$ cat config.mk
export PLATFORM = sky130hd
export DESIGN_NAME = seq_detect_ctrl
export DESIGN_NICKNAME = d
export VERILOG_FILES = /design/src/rtl/seq_det_pkg.sv /design/src/rtl/seq_pattern_det.sv /design/src/rtl/seq_detect_ctrl.sv
export SDC_FILE = /design/constraint.sdc
export NUM_CORES = 1
export LEC_CHECK = 0
export ABC_AREA = 1
export ABC_CLOCK_PERIOD_IN_PS = 2910
export BUFFER_PORTS_ARGS = -buffer_cell sky130_fd_sc_hd__buf_2
export CORE_MARGIN = 4
export CORE_UTILIZATION = 63
export CTS_BUF_LIST = sky130_fd_sc_hd__clkbuf_2
export DETAILED_ROUTE_END_ITERATION = 8
export HOLD_SLACK_MARGIN = 0.1
export PLACE_DENSITY = 0.87
export SYNTH_ARGS = -nofsm -noshare
export SYNTH_HDL_FRONTEND = slang
export SYNTH_SLANG_ARGS = --single-unit
$ cat constraint.sdc
create_clock -name clk -period 2.91 [get_ports clk]
set_input_delay 0.1455 -clock clk [delete_from_list [all_inputs] [get_ports clk]]
set_output_delay 0.1455 -clock clk [all_outputs]
set_load 0.01 [all_outputs]
$ cat src/rtl/seq_det_pkg.sv
// Shared types and defaults for the serial pattern-detect controller.
// Holds the FSM state encoding and a saturating increment helper.
package seq_det_pkg;

   typedef enum logic [1:0] {
      IDLE   = 2'd0,
      SHIFT  = 2'd1,
      DRAIN  = 2'd2,
      REPORT = 2'd3
   } state_t;

   localparam int          DEF_WORD_W  = 8;
   localparam int          DEF_PAT_W   = 4;
   localparam logic [3:0]  DEF_PATTERN = 4'b1001;
   localparam int          DEF_CNT_W   = 4;

   function automatic logic [15:0] sat_inc(input logic [15:0] value, input logic [15:0] max);
      return (value >= max) ? value : value + 16'd1;
   endfunction

endpackage

$ cat src/rtl/seq_pattern_det.sv
// Serial pattern detector: keeps the last PAT_W-1 bits plus a fill count
// and registers a match when the newest bit completes PATTERN.
module seq_pattern_det
   import seq_det_pkg::*;
#(
   parameter int               PAT_W   = DEF_PAT_W,
   parameter logic [PAT_W-1:0] PATTERN = PAT_W'(DEF_PATTERN)
) (
   input  logic clk,
   input  logic reset,
   input  logic clear,
   input  logic bit_valid,
   input  logic bit_in,
   output logic match
);

   localparam int                FILL_W = $clog2(PAT_W + 1);
   localparam logic [FILL_W-1:0] FULL   = FILL_W'(PAT_W - 1);

   logic [PAT_W-2:0]  hist;
   logic [FILL_W-1:0] fill;
   logic [PAT_W-1:0]  window;
   logic              filled;

   assign window = {hist, bit_in};
   assign filled = (fill == FULL);

   // Clear has priority over a bit arriving on the same edge, so a fresh
   // word never sees history from the word before it.
   always_ff @(posedge clk or posedge reset) begin
      if (reset) begin
         hist  <= '0;
         fill  <= '0;
         match <= 1'b0;
      end else if (clear) begin
         hist  <= '0;
         fill  <= '0;
         match <= 1'b0;
      end else begin
         match <= bit_valid && filled && (window == PATTERN);
         if (bit_valid) begin
            hist <= window[PAT_W-2:0];
            if (!filled) fill <= fill + FILL_W'(1);
         end
      end
   end

endmodule

$ cat src/rtl/seq_detect_ctrl.sv
// Word-level controller: serialises words MSB-first into seq_pattern_det and
// reports per-word match counts. Optional feature macro: SEQ_CTRL_STATS_EN.
module seq_detect_ctrl
   import seq_det_pkg::*;
#(
   parameter int               WORD_W  = DEF_WORD_W,
   parameter int               PAT_W   = DEF_PAT_W,
   parameter logic [PAT_W-1:0] PATTERN = PAT_W'(DEF_PATTERN),
   parameter int               CNT_W   = DEF_CNT_W
) (
   input  logic              clk,
   input  logic              reset,
   input  logic              in_valid,
   output logic              in_ready,
   input  logic [WORD_W-1:0] in_data,
   input  logic              in_cont,
   output logic              out_valid,
   input  logic              out_ready,
   output logic [CNT_W-1:0]  out_count,
   output logic              out_hit,
   output logic              busy
`ifdef SEQ_CTRL_STATS_EN
   ,
   output logic [15:0]       total_matches
`endif
);

   localparam int          IDX_W   = $clog2(WORD_W);
   localparam logic [15:0] CNT_MAX = 16'((32'd1 << CNT_W) - 1);

   state_t            state, state_next;
   logic [WORD_W-1:0] word_q;
   logic [IDX_W-1:0]  idx;
   logic              accept;
   logic              det_clear;
   logic              bit_valid;
   logic              match;
   logic [CNT_W-1:0]  count_inc;

   assign in_ready  = (state == IDLE) && !reset;
   assign accept    = in_valid && in_ready;
   assign det_clear = accept && !in_cont;
   assign bit_valid = (state == SHIFT);
   assign busy      = (state != IDLE);
   assign out_hit   = (out_count != '0);
   assign count_inc = CNT_W'(sat_inc(16'(out_count), CNT_MAX));

   seq_pattern_det #(
      .PAT_W   (PAT_W),
      .PATTERN (PATTERN)
   ) u_det (
      .clk       (clk),
      .reset     (reset),
      .clear     (det_clear),
      .bit_valid (bit_valid),
      .bit_in    (word_q[WORD_W-1]),
      .match     (match)
   );

   always_ff @(posedge clk or posedge reset) begin
      if (reset) state <= IDLE;
      else       state <= state_next;
   end

   always_comb begin
      state_next = state;
      case (state)
         IDLE:    if (accept) state_next = SHIFT;
         SHIFT:   if (idx == '0) state_next = DRAIN;
         DRAIN:   state_next = REPORT;
         REPORT:  if (out_ready) state_next = IDLE;
         default: state_next = IDLE;
      endcase
   end

   // The detector's match lags its bit by one edge, so SHIFT adds the
   // previous bit's match and DRAIN picks up the last one.
   always_ff @(posedge clk or posedge reset) begin
      if (reset) begin
         word_q    <= '0;
         idx       <= '0;
         out_count <= '0;
         out_valid <= 1'b0;
      end else begin
         case (state)
            IDLE: begin
               if (accept) begin
                  word_q    <= in_data;
                  idx       <= IDX_W'(WORD_W - 1);
                  out_count <= '0;
               end
            end
            SHIFT: begin
               word_q <= word_q << 1;
               idx    <= idx - IDX_W'(1);
               if (match) out_count <= count_inc;
            end
            DRAIN: begin
               if (match) out_count <= count_inc;
               out_valid <= 1'b1;
            end
            REPORT: begin
               if (out_ready) out_valid <= 1'b0;
            end
            default: ;
         endcase
      end
   end

`ifdef SEQ_CTRL_STATS_EN
   // Accumulates raw matches, so it keeps counting past a saturated out_count.
   always_ff @(posedge clk or posedge reset) begin
      if (reset)
         total_matches <= '0;
      else if ((state == SHIFT || state == DRAIN) && match)
         total_matches <= sat_inc(total_matches, 16'hFFFF);
   end
`endif

endmodule
==> flow_metrics.py, run 1 <==
metrics = {
    "run_status": {
        "outcome": "finished, final reports clean",
    },
    "grt": {
        "grt_remaining_overflow": 0,
        "grt_pass1_wl_um": 4840,
        "antenna_found_initial": 0,
        "grt_max_degree": 26,
        "grt.total_usage": 0.189,
        "first_global_vias": 1117,
    },
    "floorplan": {
        "design.die.area_sq_um": 3100,
        "die_y_um": 55.6,
        "core-area_sq_um": 2060,
        "boundaryPins": 21,
        "chipWidth_um": 55.6,
        "floorplan.initialDensity": 0.694,
        "floorplan.rows": 16,
    },
    "cts": {
        "cts-buffers-inserted": 3,
        "cts_clk_pin_slew_worst_paths_ns": 0.23,
        "clock_tree.htree_level_count": 1,
        "cts_tree": "yes",
        "clock_tree.root_cell": "sky130_fd_sc_hd__clkbuf_2",
        "clkLatencyLatePin_ns": 0.35,
        "post_cts_resized": 0,
        "clock_sinks": 25,
        "cts.path.max_buffers": 2,
    },
    "placement": {
        "dpl_cell_area_sq_um": 1520,
        "place.gp.congestion": 0.759,
        "port_buffers": 20,
        "cell_count_after_placement": 224,
        "dp_hpwl_um": 2000,
    },
    "layout": {
        "mostFrequentLayoutCells": "sky130_fd_sc_hd__nand2_1 (54), sky130_fd_sc_hd__inv_1 (27), sky130_fd_sc_hd__dfrtp_1 (25)",
        "layout.cell_area.non_filler_sq_um": 1580,
        "layout.cells.most_common": "sky130_fd_sc_hd__nand2_1",
        "area.growth.synth_to_final_pct": 10.7,
        "nets": 231,
        "instances_no_fill": 232,
        "drive_gt1_frac": 0.156,
        "antenna-diode-count": 0,
    },
    "logic_synthesis": {
        "sequential_fraction_of_the_synthesis_area": 0.437,
        "synth_area_per_cell_sq_um": 7.90,
        "yosys_register_bits": 25,
        "count_of_mapped_cells_out_of_synthesis": 181,
        "async_reset_ff_frac": 1.00,
        "syn_nets": 206,
        "yosys_most_used_dff": "sky130_fd_sc_hd__dfrtp_1",
        "syn-cell-area_sq_um": 1430,
        "ys_warn_count": 0,
        "netlist-cell-type-count": 23,
        "count_of_flip_flops_with_a_built_in_enable_after_synthesis": 0,
    },
    "worst_setup_path": {
        "end_kind": "flop",
        "path_common_cell": "sky130_fd_sc_hd__o21ai_0",
        "cpPeakStageDelay_ns": 0.60,
        "worstPathRequired_ns": 3.20,
        "timing.critical_path.fanout_max": 22,
        "cp-start-kind": "flop",
        "cp_cell_sequence": "inv_1 -> ha_1 -> inv_2 -> o21ai_2 -> o21ai_0 -> o21ai_0",
        "crit_buf_inv": 2,
        "crit_family": "compound AO/OA/AOI/OAI gates",
        "critPathSlowestCell": "sky130_fd_sc_hd__o21ai_2",
        "critical_path_class": "flop to flop",
        "worstPathArrival_ns": 2.27,
    },
    "timing": {
        "rsz0062_at_grt": "no",
        "max-slew-margin-rel": 0.542,
        "worst_pin_slew_ns": 0.686,
        "finalSetupViolCount": 0,
        "setup-tns-final_ns": 0,
        "finalHoldWorstSlack_ns": 0.0964,
        "final-max-slew-violation-count": 0,
        "max_freq_mhz": 503,
        "min_period_ns": 1.99,
        "hold_violations": 0,
        "clock_skew_ns": 0.00471,
        "final.period_utilization": 0.683,
    },
    "detailed_routing": {
        "average_vias_per_placed_instance": 5.10,
        "vias": 1184,
        "wl_um": 2680,
        "wl_met3_um": 112,
        "route.detailed.wl_per_inst_um": 11.5,
        "initialDrtViolationCount": 40,
        "highest-signal-layer": "met4",
        "detail_route.drc_violations": 0,
        "wl_met1_um": 1220,
        "route.antenna.remaining_nets": 0,
        "drt_pre_antenna_iters": 4,
        "route.met2.wl_um": 1310,
    },
    "pwr": {
        "power.leakage_nw": 0.861,
        "vdd.ir_drop.worst_v": 0.000562,
        "power.density_cell_area_nw_per_um2": 987,
    },
    "min_path": {
        "worst_hold_path_type": "input port to flop",
    },
    "flow_run": {
        "max-cap-violations": 0,
    },
}
[worst paths after layout]
| kind | start | end | slack, ns | depth (start not counted) |
|---|---|---|---|---|
| setup / recovery | state[1]$_DFFE_PP0P_ | idx[0]$_DFFE_PP0P_ | 0.92 | 6 |
| hold / removal | in_data[2] | word_q[2]$_DFFE_PP0P_ | 0.1 | 5 |
| setup reg to reg | state[1]$_DFFE_PP0P_ | idx[0]$_DFFE_PP0P_ | 0.92 | 6 |
| hold reg to reg | word_q[7]$_DFFE_PP0P_ | u_det.hist[0]$_DFFE_PP0P_ | 0.54 | 2 |
| max in group asynchronous | reset | word_q[7]$_DFFE_PP0P_ | 2.27 | 4 |
| min in group asynchronous | reset | out_count[3]$_DFFE_PP0P_ | 0.40 | 4 |
[tightest hold or removal path, stage by stage]
cell                      delay [ns]
sky130_fd_sc_hd__buf_2          0.07
sky130_fd_sc_hd__nand2_1        0.04
sky130_fd_sc_hd__o21ai_0        0.06
sky130_fd_sc_hd__nand2_1        0.05
sky130_fd_sc_hd__o21ai_0        0.06
[repair_timing]
item                                    in CTS  in global routing
endpoints found under the setup margin       0                  0
hold buffers                                 4                  0
setup buffers                                0                  0
endpoints found under the hold margin       31                  0
[power by group]
part,total (W),internal (W),leakage (nW),switching [W]
Clock,0.000141,0.0000363,0.0166,0.000105
Sequential,0.000585,0.000496,0.315,0.0000892
Combinational,0.000836,0.000301,0.530,0.000536
[Yosys cell counts, types with 2 or more instances]
cell | count | share of area
sky130_fd_sc_hd__nand3_1 | 6 | 0.021
sky130_fd_sc_hd__nor2_2 | 2 | 0.0087
sky130_fd_sc_hd__o21ai_2 | 2 | 0.012
sky130_fd_sc_hd__o21ai_0 | 22 | 0.077
sky130_fd_sc_hd__buf_6 | 2 | 0.016
sky130_fd_sc_hd__inv_1 | 27 | 0.071
sky130_fd_sc_hd__a21oi_1 | 3 | 0.010
sky130_fd_sc_hd__nor2_1 | 11 | 0.029
sky130_fd_sc_hd__dfrtp_1 | 25 | 0.44
sky130_fd_sc_hd__o21ai_1 | 3 | 0.010
sky130_fd_sc_hd__ha_1 | 12 | 0.10
sky130_fd_sc_hd__nand2_1 | 54 | 0.14
sky130_fd_sc_hd__nand4_1 | 2 | 0.0087
[sequential cells by signal, summed over array words and instances, names as in the netlist]
signal / flops
idx: 3
out_count: 4
out_valid: 1
state: 2
u_det.fill: 3
u_det.hist: 3
u_det.match: 1
word_q: 8
[layout make-up]
type / count / area (sq um)
clock buffer: 4 / 20.0
fill: 152 / 479
inverter: 28 / 105
multi-input combinational: 123 / 651
sequential: 25 / 626
tap: 27 / 33.8
timing repair buffer: 25 / 148
[cells by family after synthesis]
family,count (synthesis),share of synthesized area
DFF,25,0.437
AOI/OAI and AO/OA,30,0.110
adders and majority gates,12,0.105
xor gates and xnor gates,1,0.00613
and+or+nand+nor,80,0.234
buffers and inverters,33,0.108
[through the flow]
stage / util / setup WS, ns / total power [W]
CTS: 0.768 / 0.916 / 0.00156
floorplan: - / 1.44 / 0.00127
detailed placement: 0.738 / 0.986 / 0.00142
global placement: 0.738 / 1.13 / 0.00137
finish: 0.768 / 0.924 / 0.00156
global route: 0.768 / 0.742 / 0.00174
[metal layers]
metal,GRT usage,vias up
li1,-,612
met1,0.255,540
met2,0.316,27
met3,0.0278,5
met4,0.0521,0
met5,0,-
(Power assumes the default switching activity.)
==> inputs of run 2 (changes only) <==
Settings changed: ABC_AREA 1 to 0, ABC_CLOCK_PERIOD_IN_PS 2910 to 2100, CORE_UTILIZATION 63 to 58, PLACE_DENSITY 0.87 to 0.81.
Clock period 2.91 ns to 2.1 ns, I/O delays scaled along.
==> run 2 against run 1 <==
Effect of this change:
- critical path depth stayed put
- non-clock buffer count is 9 higher
- utilization is 2.2 points lower
- die area is 7.1% higher
- sequential power is 35% higher
- via count is 13% lower
- clock power is 33% higher
- sequential cell count stayed put
- sequential share of layout area is 2.7 points lower
- total power is 32% higher
- routed wire length is 3.4% higher
- critical path type unchanged
- critical endpoint is now word_q[0]$_DFFE_PP0P_
- largest cell class unchanged
- highest routed layer unchanged
==> flow_metrics.py, run 2 <==
metrics = {
    "placement": {
        "place.gp.congestion": 0.804,
        "port_buffers": 20,
        "dpl_cell_area_sq_um": 1560,
        "dp_hpwl_um": 1990,
    },
    "layout": {
        "mostFrequentLayoutCells": "sky130_fd_sc_hd__dfrtp_1 (25), sky130_fd_sc_hd__buf_2 (20), sky130_fd_sc_hd__inv_1 (13)",
        "drive_gt1_frac": 0.285,
        "layout.cells.most_common": "sky130_fd_sc_hd__dfrtp_1",
        "antenna-diode-count": 0,
        "largest_registers": "word_q: 8 flops, out_count: 4 flops",
        "registers.top_by_ff_count": "word_q",
        "nets": 184,
        "largest_register_ff_count": 8,
        "multi_input_area_sq_um": 733,
        "fill_cells": 148,
        "layout.cell_area.non_filler_sq_um": 1700,
        "area.growth.synth_to_final_pct": 19.0,
        "sequential_cell_area_sq_um": 626,
    },
    "detailed_routing": {
        "route.detailed.wl_per_inst_um": 14.9,
        "initialDrtViolationCount": 34,
        "drt_pre_antenna_iters": 4,
        "average_vias_per_placed_instance": 5.57,
        "wl_um": 2770,
        "route.antenna.remaining_nets": 0,
        "vias": 1036,
        "detail_route.drc_violations": 0,
    },
    "cts": {
        "clock_sinks": 25,
        "clock_tree.htree_level_count": 1,
        "cts_clk_pin_slew_worst_paths_ns": 0.23,
        "cts.path.max_buffers": 2,
        "post_cts.repair.setup_buffers": 0,
        "holdBufCountCts": 12,
        "cts_tree": "yes",
        "cts-buffers-inserted": 3,
        "post_cts_resized": 0,
        "clkLatencyLatePin_ns": 0.35,
        "clock_tree.root_cell": "sky130_fd_sc_hd__clkbuf_2",
    },
    "grt": {
        "grt.total_usage": 0.186,
        "grt_max_degree": 26,
        "first_global_vias": 1110,
        "grt_pass1_wl_um": 4870,
        "antenna_found_initial": 0,
        "grt_remaining_overflow": 0,
    },
    "worst_setup_path": {
        "critical_path_class": "flop to flop",
        "timing.critical_path.fanout_max": 5,
        "cp-start-kind": "flop",
        "worstPathRequired_ns": 2.37,
        "worstPathArrival_ns": 2.21,
        "end_kind": "flop",
        "worst_setup_path_startpoint": "state[0]$_DFFE_PP0P_",
        "regToRegStartpoint": "state[0]$_DFFE_PP0P_",
    },
    "floorplan": {
        "core-area_sq_um": 2280,
        "chipWidth_um": 57.6,
        "die_y_um": 57.6,
        "floorplan.rows": 17,
        "design.die.area_sq_um": 3320,
        "boundaryPins": 21,
        "floorplan.initialDensity": 0.627,
    },
    "logic_synthesis": {
        "count_of_mapped_cells_out_of_synthesis": 122,
        "netlist.top_cell.by_area": "sky130_fd_sc_hd__dfrtp_1",
        "yosys.area.top_type_share": 0.439,
        "netlist-cell-type-count": 36,
        "sequential_fraction_of_the_synthesis_area": 0.439,
        "ys_warn_count": 0,
        "yosys_most_used_dff": "sky130_fd_sc_hd__dfrtp_1",
        "syn-cell-area_sq_um": 1430,
        "synth.top_cells.by_count": "sky130_fd_sc_hd__dfrtp_1 (25), sky130_fd_sc_hd__inv_1 (13), sky130_fd_sc_hd__ha_1 (12)",
        "yosys_register_bits": 25,
        "async_reset_ff_frac": 1.00,
        "post-synth-top-count-cell": "sky130_fd_sc_hd__dfrtp_1",
        "synth_area_per_cell_sq_um": 11.7,
        "syn_nets": 147,
        "count_of_flip_flops_with_a_built_in_enable_after_synthesis": 0,
        "synth.top_cells.by_area": "sky130_fd_sc_hd__dfrtp_1 (44%), sky130_fd_sc_hd__ha_1 (11%), sky130_fd_sc_hd__mux2_4 (9.5%), sky130_fd_sc_hd__mux2_2 (5.5%), sky130_fd_sc_hd__mux2i_1 (3.5%)",
    },
    "timing": {
        "max-slew-margin-rel": 0.644,
        "final.period_utilization": 0.922,
        "worst_pin_slew_ns": 0.535,
        "hold_violations": 0,
        "min_period_ns": 1.94,
        "clock_skew_ns": 0.00112,
        "finalSetupViolCount": 0,
        "rsz0062_at_grt": "no",
        "final-max-slew-violation-count": 0,
        "max_freq_mhz": 516,
        "setup-tns-final_ns": 0,
        "finalHoldWorstSlack_ns": 0.142,
    },
    "pwr": {
        "vdd.ir_drop.worst_v": 0.00111,
        "power.density_cell_area_nw_per_um2": 1220,
        "power.leakage_nw": 0.864,
    },
    "min_path": {
        "worstHoldStart": "in_valid",
        "worst_hold_path_type": "input port to flop",
    },
    "flow_run": {
        "max-cap-violations": 0,
    },
    "run_status": {
        "outcome": "finished, final reports clean",
    },
}
run 2: cell types whose count changed in the layout (fill, tap and decap cells not counted), sizes merged, moves of 3 or more:
cell / before / now
mux2: 0 / 17
mux2i: 0 / 5
nor2: 13 / 10
nand2: 54 / 6
inv: 28 / 13
o21ai: 27 / 1
nand3: 7 / 0
dlygate4sd3: 4 / 12
run 2: final cells by class:
| cell class | instances | share of cell area |
|---|---|---|
| timing repair buffer | 34 | 0.139 |
| clock inverter | 1 | 0.00295 |
| multi-input combinational | 82 | 0.432 |
| tap | 28 | 0.0206 |
| clock buffer | 3 | 0.00884 |
| sequential | 25 | 0.368 |
| inverter | 13 | 0.0287 |
run 2: where the power goes:
part / internal [W] / leakage [nW] / switching [W]
clock network: 0.0000432 / 0.0164 / 0.000145
registers: 0.000664 / 0.303 / 0.000125
logic: 0.000571 / 0.545 / 0.000522
total: 0.00128 / 0.864 / 0.000792
run 2: per-layer routing:
layer  routed length, um  up-vias  global-route usage
met5                   0        -                   0
met4                  23        0              0.0298
met3                  78        3              0.0339
met2                1420       14               0.337
met1                1250      515               0.233
li1                    -      504                   -
run 2: stage by stage:
step                worst slack (ns)  total power (W)  utilization  std cells
finish                         0.163          0.00207        0.746        186
global route                  0.0295          0.00224        0.746        186
CTS                            0.166          0.00208        0.746        186
detailed placement             0.182          0.00187        0.684        170
global placement               0.267          0.00179        0.684        170
floorplan                      0.482          0.00165            -        122
run 2: logic make-up after synthesis:
group                      synth area share
AOI/OAI and AO/OA                     0.107
xor gates and xnor gates            0.00614
adders and majority gates             0.105
buffers and inverters                0.0474
DFF                                   0.439
muxes                                 0.193
and+or+nand+nor                       0.103
run 2: worst paths after layout:
kind,to,slack (ns),cells past startpoint
setup reg to reg,word_q[0]$_DFFE_PP0P_,0.16,6
hold reg to reg,u_det.match$_DFF_PP0_,0.51,1
min in group asynchronous,idx[2]$_DFFE_PP0P_,0.36,4
max in group asynchronous,u_det.fill[2]$_DFFE_PP0P_,1.50,4
setup / recovery,word_q[0]$_DFFE_PP0P_,0.16,6
hold / removal,idx[0]$_DFFE_PP0P_,0.14,3
run 2: critical path: stages (launching register included):
cell and delay (ns):
sky130_fd_sc_hd__dfrtp_1 0.46, sky130_fd_sc_hd__inv_1 0.11, sky130_fd_sc_hd__ha_1 0.26, sky130_fd_sc_hd__and3b_2 0.24, sky130_fd_sc_hd__a22oi_1 0.14, sky130_fd_sc_hd__o2bb2ai_1 0.09, sky130_fd_sc_hd__dlygate4sd3_1 0.56
==> inputs of run 3 (changes only) <==
Settings changed: SETUP_SLACK_MARGIN set to 0.2.
==> run 3 against run 2 <==
Effect of this change:
- combinational power hardly changed
- first-iteration DRC count is 38% lower
- non-clock buffer count stayed put
- sequential power hardly changed
- global-route usage is 0.33 points lower
- clock skew is 0.0030 ns higher
- fmax is 5.4% higher
- die area stayed put
- total power hardly changed
- critical path type unchanged
==> flow_metrics.py, run 3 (synthesis gave the netlist of run 2 again) <==
metrics = {
    "floorplan": {
        "design.die.area_sq_um": 3320,
        "chipWidth_um": 57.6,
        "floorplan.rows": 17,
        "floorplan.initialDensity": 0.627,
        "die_y_um": 57.6,
        "boundaryPins": 21,
        "core-area_sq_um": 2280,
    },
    "cts": {
        "clock_tree.root_cell": "sky130_fd_sc_hd__clkbuf_2",
        "clock_sinks": 25,
        "cts.path.max_buffers": 2,
        "cts_clk_pin_slew_worst_paths_ns": 0.23,
        "clkLatencyLatePin_ns": 0.34,
        "cts-buffers-inserted": 3,
        "cts_tree": "yes",
        "post_cts.repair.setup_buffers": 0,
        "clock_tree.htree_level_count": 1,
    },
    "detailed_routing": {
        "initialDrtViolationCount": 21,
        "route.detailed.wl_per_inst_um": 14.8,
        "route.antenna.remaining_nets": 0,
        "wl_um": 2760,
        "drt_pre_antenna_iters": 4,
        "vias": 1033,
        "average_vias_per_placed_instance": 5.55,
        "detail_route.drc_violations": 0,
    },
    "timing": {
        "post-route-worst-setup-slack_ns": 0.263,
        "max-slew-margin-rel": 0.638,
        "finalSetupViolCount": 0,
        "max_freq_mhz": 544,
        "min_period_ns": 1.84,
        "final-max-slew-violation-count": 0,
        "rsz0062_at_grt": "no",
        "final.period_utilization": 0.875,
        "clock_skew_ns": 0.00413,
        "worst_pin_slew_ns": 0.542,
        "setup-tns-final_ns": 0,
        "hold_violations": 0,
    },
    "placement": {
        "place.gp.congestion": 0.804,
        "cell_count_after_placement": 170,
        "port_buffers": 20,
        "dp_hpwl_um": 1990,
        "worst_slack_placed_ns": 0.182,
    },
    "worst_setup_path": {
        "cpPeakStageDelay_ns": 0.55,
        "critPathSlowestCell": "sky130_fd_sc_hd__a222oi_1",
        "crit_family": "compound AO/OA/AOI/OAI gates",
        "cp-start-kind": "flop",
        "critical_path_class": "flop to flop",
        "crit_buf_inv": 1,
        "cp_cell_sequence": "inv_1 -> ha_1 -> a222oi_1 -> mux2_1",
        "end_kind": "flop",
        "timing.critical_path.fanout_max": 4,
        "worstPathRequired_ns": 2.36,
        "worstPathArrival_ns": 2.10,
    },
    "grt": {
        "grt_pass1_wl_um": 4820,
        "grt_max_degree": 26,
        "grt.total_usage": 0.183,
        "grt_remaining_overflow": 0,
        "antenna_found_initial": 0,
        "first_global_vias": 1095,
    },
    "layout": {
        "largest_registers": "word_q: 8 flops, out_count: 4 flops",
        "largest_register_ff_count": 8,
        "nets": 184,
        "area.growth.synth_to_final_pct": 19.3,
        "antenna-diode-count": 0,
        "instances_no_fill": 186,
        "drive_gt1_frac": 0.297,
        "mostFrequentLayoutCells": "sky130_fd_sc_hd__dfrtp_1 (25), sky130_fd_sc_hd__buf_2 (20), sky130_fd_sc_hd__inv_1 (13)",
        "layout.cells.most_common": "sky130_fd_sc_hd__dfrtp_1",
        "fill_cells": 150,
        "registers.top_by_ff_count": "word_q",
    },
    "pwr": {
        "power.total_w": 0.00207,
        "power.leakage_nw": 0.858,
        "vdd.ir_drop.worst_v": 0.000997,
        "power.density_cell_area_nw_per_um2": 1220,
    },
    "flow_run": {
        "max-cap-violations": 0,
    },
    "min_path": {
        "worst_hold_path_type": "input port to asynchronous set/reset pin",
    },
    "run_status": {
        "outcome": "finished, final reports clean",
    },
}
## run 3: cell counts in the layout (fill, tap and decap cells not counted)
No cell type changed its count.
## run 3: layout make-up
class,count,area [sq um],share of cell area
clock buffer,3,15.0,0.00882
clock inverter,1,5.00,0.00294
sequential,25,626,0.368
inverter,13,48.8,0.0287
tap,28,35.0,0.0206
multi-input combinational,82,737,0.433
timing repair buffer,34,235,0.138
## run 3: worst min-delay path, cell delays in order
cell	delay [ns]
sky130_fd_sc_hd__dlygate4sd3_1	0.53
sky130_fd_sc_hd__buf_2	0.14
sky130_fd_sc_hd__inv_1	0.07
sky130_fd_sc_hd__buf_4	0.31
## run 3: final timing paths
kind,endpoint,slack (ns),cells after the start,startpoint
worst max-delay path,state[1]$_DFFE_PP0P_,0.26,4,state[1]$_DFFE_PP0P_
worst min-delay path,state[1]$_DFFE_PP0P_,0.37,4,reset
worst max register to register,state[1]$_DFFE_PP0P_,0.26,4,state[1]$_DFFE_PP0P_
worst min register to register,u_det.match$_DFF_PP0_,0.51,1,u_det.hist[0]$_DFFE_PP0P_
max in group asynchronous,u_det.fill[2]$_DFFE_PP0P_,1.49,4,reset
min in group clk,u_det.match$_DFF_PP0_,0.51,1,u_det.hist[0]$_DFFE_PP0P_
## run 3: timing repair
| item | CTS | global route |
|---|---|---|
| endpoints found under the hold margin | 39 | 0 |
| setup endpoints to repair | 9 | 2 |
| gates cloned | 0 | 0 |
| resized for setup | 1 | 1 |
| hold buffers | 12 | 0 |
## run 3: routing by layer
layer,up-vias,global-route usage,wire [um]
met5,-,0,0
met4,0,0.0199,13
met3,3,0.0339,79
met2,14,0.329,1420
met1,515,0.234,1250
li1,501,-,-
## run 3: power breakdown
group,internal (W),total [W],switching [W]
clock,0.0000432,0.000187,0.000144
sequential,0.000664,0.000790,0.000126
combinational,0.000572,0.00109,0.000522
## run 3: per-stage QoR
stage	hold slack (ns)	instance area, sq um	utilization
after floorplan	0.141	1430	-
after global placement	0.224	1560	0.684
after detailed placement	0.236	1560	0.684
after CTS	0.368	1700	0.747
after global routing	0.385	1700	0.748
final	0.368	1700	0.748
